## src/rtl/pulse_window_counter.sv

```systemverilog
// pulse_window_counter: conditions a raw heartbeat sensor line and counts accepted beats over a
// fixed window, publishing the count once per window.
//
// Conditioning chain: 2-flop synchroniser -> debounce filter -> rising-edge detect ->
// refractory blanking. Accepted beats are accumulated (saturating) while counting is enabled.
//
// Ports:
//   clk         in   system clock, rising edge
//   reset       in   asynchronous active-low reset
//   enable      in   counting enable (synchronous)
//   pulse_in    in   raw sensor line, asynchronous to clk
//   pulse_count out  beats in the last completed window
//   count_valid out  1-cycle strobe, pulse_count just updated
//   pulse_seen  out  1-cycle strobe per accepted beat
//   overflow    out  last published window saturated
//   no_signal   out  last published window had zero beats
module pulse_window_counter #(
  parameter int unsigned WINDOW_CYC     = 6000000,
  parameter int unsigned DEBOUNCE_CYC   = 1000,
  parameter int unsigned REFRACTORY_CYC = 250000,
  parameter int unsigned COUNT_W        = 8
) (
  input  logic               clk,
  input  logic               reset,
  input  logic               enable,
  input  logic               pulse_in,
  output logic [COUNT_W-1:0] pulse_count,
  output logic               count_valid,
  output logic               pulse_seen,
  output logic               overflow,
  output logic               no_signal
);

  localparam int unsigned WinW = (WINDOW_CYC > 1) ? $clog2(WINDOW_CYC) : 1;
  localparam int unsigned DbW  = (DEBOUNCE_CYC > 1) ? $clog2(DEBOUNCE_CYC) : 1;
  localparam int unsigned RefW = (REFRACTORY_CYC > 1) ? $clog2(REFRACTORY_CYC) : 1;

  localparam logic [WinW-1:0] WinLast = WinW'(WINDOW_CYC - 1);
  localparam logic [DbW-1:0]  DbLast  = DbW'(DEBOUNCE_CYC - 1);
  localparam logic [RefW-1:0] RefLast = RefW'(REFRACTORY_CYC - 1);

  typedef enum logic [0:0] {StIdle, StCount} state_e;

  state_e             state_q;
  logic [1:0]         sync_q;
  logic               filt_q;
  logic               filt_prev_q;
  logic [DbW-1:0]     db_cnt_q;
  logic [RefW-1:0]    refr_q;
  logic [WinW-1:0]    win_q;
  logic [COUNT_W-1:0] acc_q;
  logic               sat_q;

  logic               cand;
  logic               accept;
  logic               acc_max;
  logic               win_end;
  logic [COUNT_W-1:0] acc_d;
  logic               sat_d;

  // acc_d/sat_d include a beat accepted this cycle, so a beat landing on the last window
  // cycle is published rather than lost.
  always_comb begin
    cand    = filt_q & ~filt_prev_q;
    accept  = (state_q == StCount) && enable && cand && (refr_q == '0);
    acc_max = &acc_q;
    acc_d   = acc_q;
    sat_d   = sat_q;
    if (accept) begin
      if (acc_max) begin
        sat_d = 1'b1;
      end else begin
        acc_d = acc_q + COUNT_W'(1);
      end
    end
    win_end = (state_q == StCount) && enable && (win_q == WinLast);
  end

  always_ff @(posedge clk or negedge reset) begin
    if (!reset) begin
      state_q     <= StIdle;
      sync_q      <= '0;
      filt_q      <= 1'b0;
      filt_prev_q <= 1'b0;
      db_cnt_q    <= '0;
      refr_q      <= '0;
      win_q       <= '0;
      acc_q       <= '0;
      sat_q       <= 1'b0;
      pulse_count <= '0;
      count_valid <= 1'b0;
      pulse_seen  <= 1'b0;
      overflow    <= 1'b0;
      no_signal   <= 1'b0;
    end else begin
      // Conditioning runs regardless of FSM state so the filter level survives enable toggles.
      sync_q <= {sync_q[0], pulse_in};
      if (sync_q[1] != filt_q) begin
        if (db_cnt_q == DbLast) begin
          filt_q   <= ~filt_q;
          db_cnt_q <= '0;
        end else begin
          db_cnt_q <= db_cnt_q + DbW'(1);
        end
      end else begin
        db_cnt_q <= '0;
      end
      filt_prev_q <= filt_q;

      pulse_seen  <= accept;
      count_valid <= 1'b0;

      unique case (state_q)
        StIdle: begin
          win_q  <= '0;
          acc_q  <= '0;
          sat_q  <= 1'b0;
          refr_q <= '0;
          if (enable) state_q <= StCount;
        end
        StCount: begin
          if (!enable) begin
            // Partial window is dropped without a strobe.
            state_q <= StIdle;
            win_q   <= '0;
            acc_q   <= '0;
            sat_q   <= 1'b0;
            refr_q  <= '0;
          end else begin
            // Refractory timer is independent of the window boundary.
            if (accept) begin
              refr_q <= RefLast;
            end else if (refr_q != '0) begin
              refr_q <= refr_q - RefW'(1);
            end
            if (win_end) begin
              pulse_count <= acc_d;
              overflow    <= sat_d;
              no_signal   <= (acc_d == '0);
              count_valid <= 1'b1;
              win_q       <= '0;
              acc_q       <= '0;
              sat_q       <= 1'b0;
            end else begin
              win_q <= win_q + WinW'(1);
              acc_q <= acc_d;
              sat_q <= sat_d;
            end
          end
        end
        default: state_q <= StIdle;
      endcase
    end
  end

endmodule

```

## config.mk

```make
export PLATFORM = sky130hd
export DESIGN_NAME = pulse_window_counter
export DESIGN_NICKNAME = d
export VERILOG_FILES = /design/src/rtl/pulse_window_counter.sv
export SDC_FILE = /design/constraint.sdc
export NUM_CORES = 1
export LEC_CHECK = 0
export CAP_MARGIN = 20
export CORE_AREA = 2 2 114 116
export DETAILED_ROUTE_END_ITERATION = 7
export DIE_AREA = 0 0 116 118
export HOLD_SLACK_MARGIN = 0.02
export SLEW_MARGIN = 15
export SYNTH_ARGS = -nofsm -noshare
export SYNTH_HDL_FRONTEND = slang
export SYNTH_SLANG_ARGS = --single-unit
```

## constraint.sdc

```tcl
create_clock -name clk -period 3.3 [get_ports clk]
set_input_delay 0.825 -clock clk [delete_from_list [all_inputs] [get_ports clk]]
set_output_delay 0.825 -clock clk [all_outputs]
set_load 0.1 [all_outputs]
```

==> reports/results.tsv <==
stage	metric	value	unit
status	status	complete, no violations	
floorplanning	Die ar.	0.0137	mm^2
synth	Synth Cell Area	0.00365	mm^2
route	WL met2	3.43	mm
clock_tree	clock sinks	77	
finish	Antenna Cells	0	
floorplanning	row cnt	41	
worst_setup_path	Crit Path Class	in -> reg	
synth	EDFF count, synth	0	
timing	Slew @ Worst Pin	0.605	ns
floorplanning	Die Y	118	um
synth	Avg Cell Area, Syn	9.75	um^2
worst_setup_path	CP Cell Sequence	clkdlybuf4s50_1 > nand4b_1 > or4_4 > or3_1 > nor3b_1 > o2111ai_1 > o21ai_1	
global_route	first-pass GRT wire length	12.9	mm
floorplanning	core area	0.0124	mm^2
synth	post-synthesis async set-or-reset flop share	1.00	
worst_setup_path	Max FO, Critical Path	5	
min_path	Hold WC Path Type	reg -> reg	
worst_setup_path	Required @ worst endpoint	3.52	ns
timing	Hold Fails Final Rpt	0	
global_route	global-route usage over all layers	0.118	
worst_setup_path	CP max stage delay	0.53	ns
worst_setup_path	Critical Path Source Type	input port	
synth	Yosys top cell area share	0.527	
synth	Yosys warnings	0	
clock_tree	TritonCTS clock tree	built	
floorplanning	I/O pins	16	
finish	fillers	1235	
synth	Distinct cells, synth	42	
floorplanning	die width	116	um
timing	Max Clock Skew	0.00474	ns
clock_tree	CTS resizes	0	
route	ANT nets after route	0	
flow_run	max-cap viol count	0	
synth	Synth Net Count	383	
worst_setup_path	crit path from	enable	
route	max layer used	met4	
timing	Min Clock Period, post-route	2.67	ns
route	total number of vias	2685	
route	DR iter-0 viols	157	
pwr	maximum VDD drop	0.319	mV
synth	count leader, synth	dfrtp_1	
synth	Mapped Cells	375	
worst_setup_path	CP arrival	2.89	ns
clock_tree	# hold bufs at CTS	0	
clock_tree	worst-case clock buffer depth	2	
synth	Yosys reg bits	77	
min_path	critical hold path startpoint	sync_q[0]$_DFF_PN0_	
route	DR DRC count	0	
timing	Setup TNS Final	0	ns
clock_tree	Skew-Pair Late Insertion Delay	0.33	ns
pwr	Power Dens Cells	734	mW/mm^2
clock_tree	H-tree levels	3	
finish	Layout Area Growth over Synthesis	17.6	%
global_route	largest net degree at the start of global routing	78	
timing	Final period util	0.809	
pwr	final total power	3.15	mW
worst_setup_path	reg2reg start	win_q[13]$_DFF_PN0_	
synth	leading post-synthesis cells by cell area	dfrtp_1, nor2_1, xnor2_1	
synth	Synth top cells by count	dfrtp_1, nor2_1, nand2_1	
timing	Worst slew margin	0.593	
clock_tree	CTS Buf Count	9	
timing	RSZ-0062 raised after global routing	false	
synth	sequential-to-total area share from yosys stat	0.527	
route	Pre-antenna DRT Iters	4	
finish	share of layout cells above drive strength 1	0.112	
floorplanning	Initial Utilization	0.294	
place	port bufs	15	
route	met1 WL	3.51	mm
synth	Synth area leader	dfrtp_1	
synth	top_reg_cell synth	dfrtp_1	
global_route	total congestion overflow	0	
global_route	initial antenna violation count	0	
clock_tree	Clock transition at path regs	0.06	ns
clock_tree	Post-CTS Setup Bufs	0	
worst_setup_path	crit end category	flop	
route	Avg WL per Cell	12.7	um
timing	Max Fclk	375	MHz
timing	Final setup viols	0	
timing	WHS	0.350	ns
timing	Max Transition Viols Final	0	
pwr	static leakage	1.83	nW
route	Detailed Route WL	7.27	mm
finish	nets	406	
route	Vias/cell	4.68	
clock_tree	Clock Root Buffer	clkbuf_16	
global_route	vias in the first global route	2854	
worst_setup_path	slowest CP cell	clkdlybuf4s50_1	
place	hpwl dp	5.02	mm
place	GPL Wtd Cong	0.800	
route	met3 wire length	219	um
flip-flops by register name, indices dropped and copies added (netlist names):
name,flops
count_valid,1
state_q,1
overflow,1
pulse_count,8
refr_q,18
no_signal,1
db_cnt_q,10
filt_prev_q,1
win_q,23
pulse_seen,1
filt_q,1
sync_q,2
sat_q,1
acc_q,8
layer usage:
layer  vias up  global-route usage
li1       1335                   -
met1      1310               0.148
met2        28               0.192
met3        12              0.0350
met4         0              0.0409
met5         -                   0
power by group:
| part | internal [mW] | switching [mW] | total [mW] |
|---|---|---|---|
| registers | 1.04 | 0.0937 | 1.13 |
| logic | 0.475 | 0.666 | 1.14 |
| clock network | 0.523 | 0.356 | 0.879 |
final timing paths:
kind | end | slack (ns) | cells past startpoint
max | no_signal$_DFFE_PN0P_ | 0.63 | 7
min | sync_q[1]$_DFF_PN0_ | 0.35 | 0
max reg2reg | win_q[22]$_DFF_PN0_ | 0.74 | 6
min reg2reg | sync_q[1]$_DFF_PN0_ | 0.35 | 0
max in group asynchronous | db_cnt_q[2]$_DFF_PN0_ | 2.31 | 2
min in group asynchronous | acc_q[0]$_DFF_PN0_ | 0.43 | 1
metrics by stage:
step,cells,utilization,area [um^2],worst slack (ns)
global placement,558,0.323,4010,0.294
detailed placement,558,0.323,4010,0.274
floorplan,375,-,3650,0.858
global route,574,0.346,4300,0.475
CTS,573,0.344,4270,0.634
finish,574,0.346,4300,0.631
worst max-delay path, delay by kind of cell:
kind                   cells  cell delay, ns
AO/OA/AOI/OAI              2            0.27
AND/OR/NAND/NOR            4            1.26
buffers and inverters      1            0.53
layout make-up:
| type | count | area (um^2) | share of cell area |
|---|---|---|---|
| clock buffers | 13 | 250 | 0.0582 |
| clock inverters | 2 | 10.0 | 0.00233 |
| inverters | 5 | 18.8 | 0.00437 |
| multi-input cells | 282 | 1670 | 0.388 |
| flip-flops and latches | 77 | 1930 | 0.448 |
| well taps | 172 | 215 | 0.0501 |
| repair buffers | 23 | 210 | 0.0489 |
cells in the final DEF (no fill, tap or decap), drive strengths merged, types with 3 or more instances in the layout:
cell / synthesis / layout
nor2: 72 / 72
or2: 4 / 4
ha: 4 / 4
xnor2: 22 / 22
nand2: 32 / 32
nand3: 13 / 13
nor4: 5 / 5
nand4: 9 / 9
buf: 1 / 21
o21ai: 13 / 13
nand2b: 3 / 3
and3: 13 / 13
inv: 5 / 5
a31oi: 3 / 3
mux2i: 5 / 5
a21oi: 15 / 15
dfrtp: 77 / 77
clkbuf: 10 / 13
nor4b: 3 / 3
xor2: 19 / 19
or3: 6 / 6
nor3: 13 / 13
or4: 3 / 3
a211oi: 3 / 3
nor3b: 4 / 4
cells by family after synthesis:
logic type                 synth area share
and+or+nand+nor                       0.266
AOI/OAI and AO/OA                    0.0609
xor gates and xnor gates             0.0983
buffers and inverters                0.0168
muxes                                0.0168
adders and majority gates            0.0137
DFF                                   0.527
No activity file was read; power rests on OpenSTA's default activity.
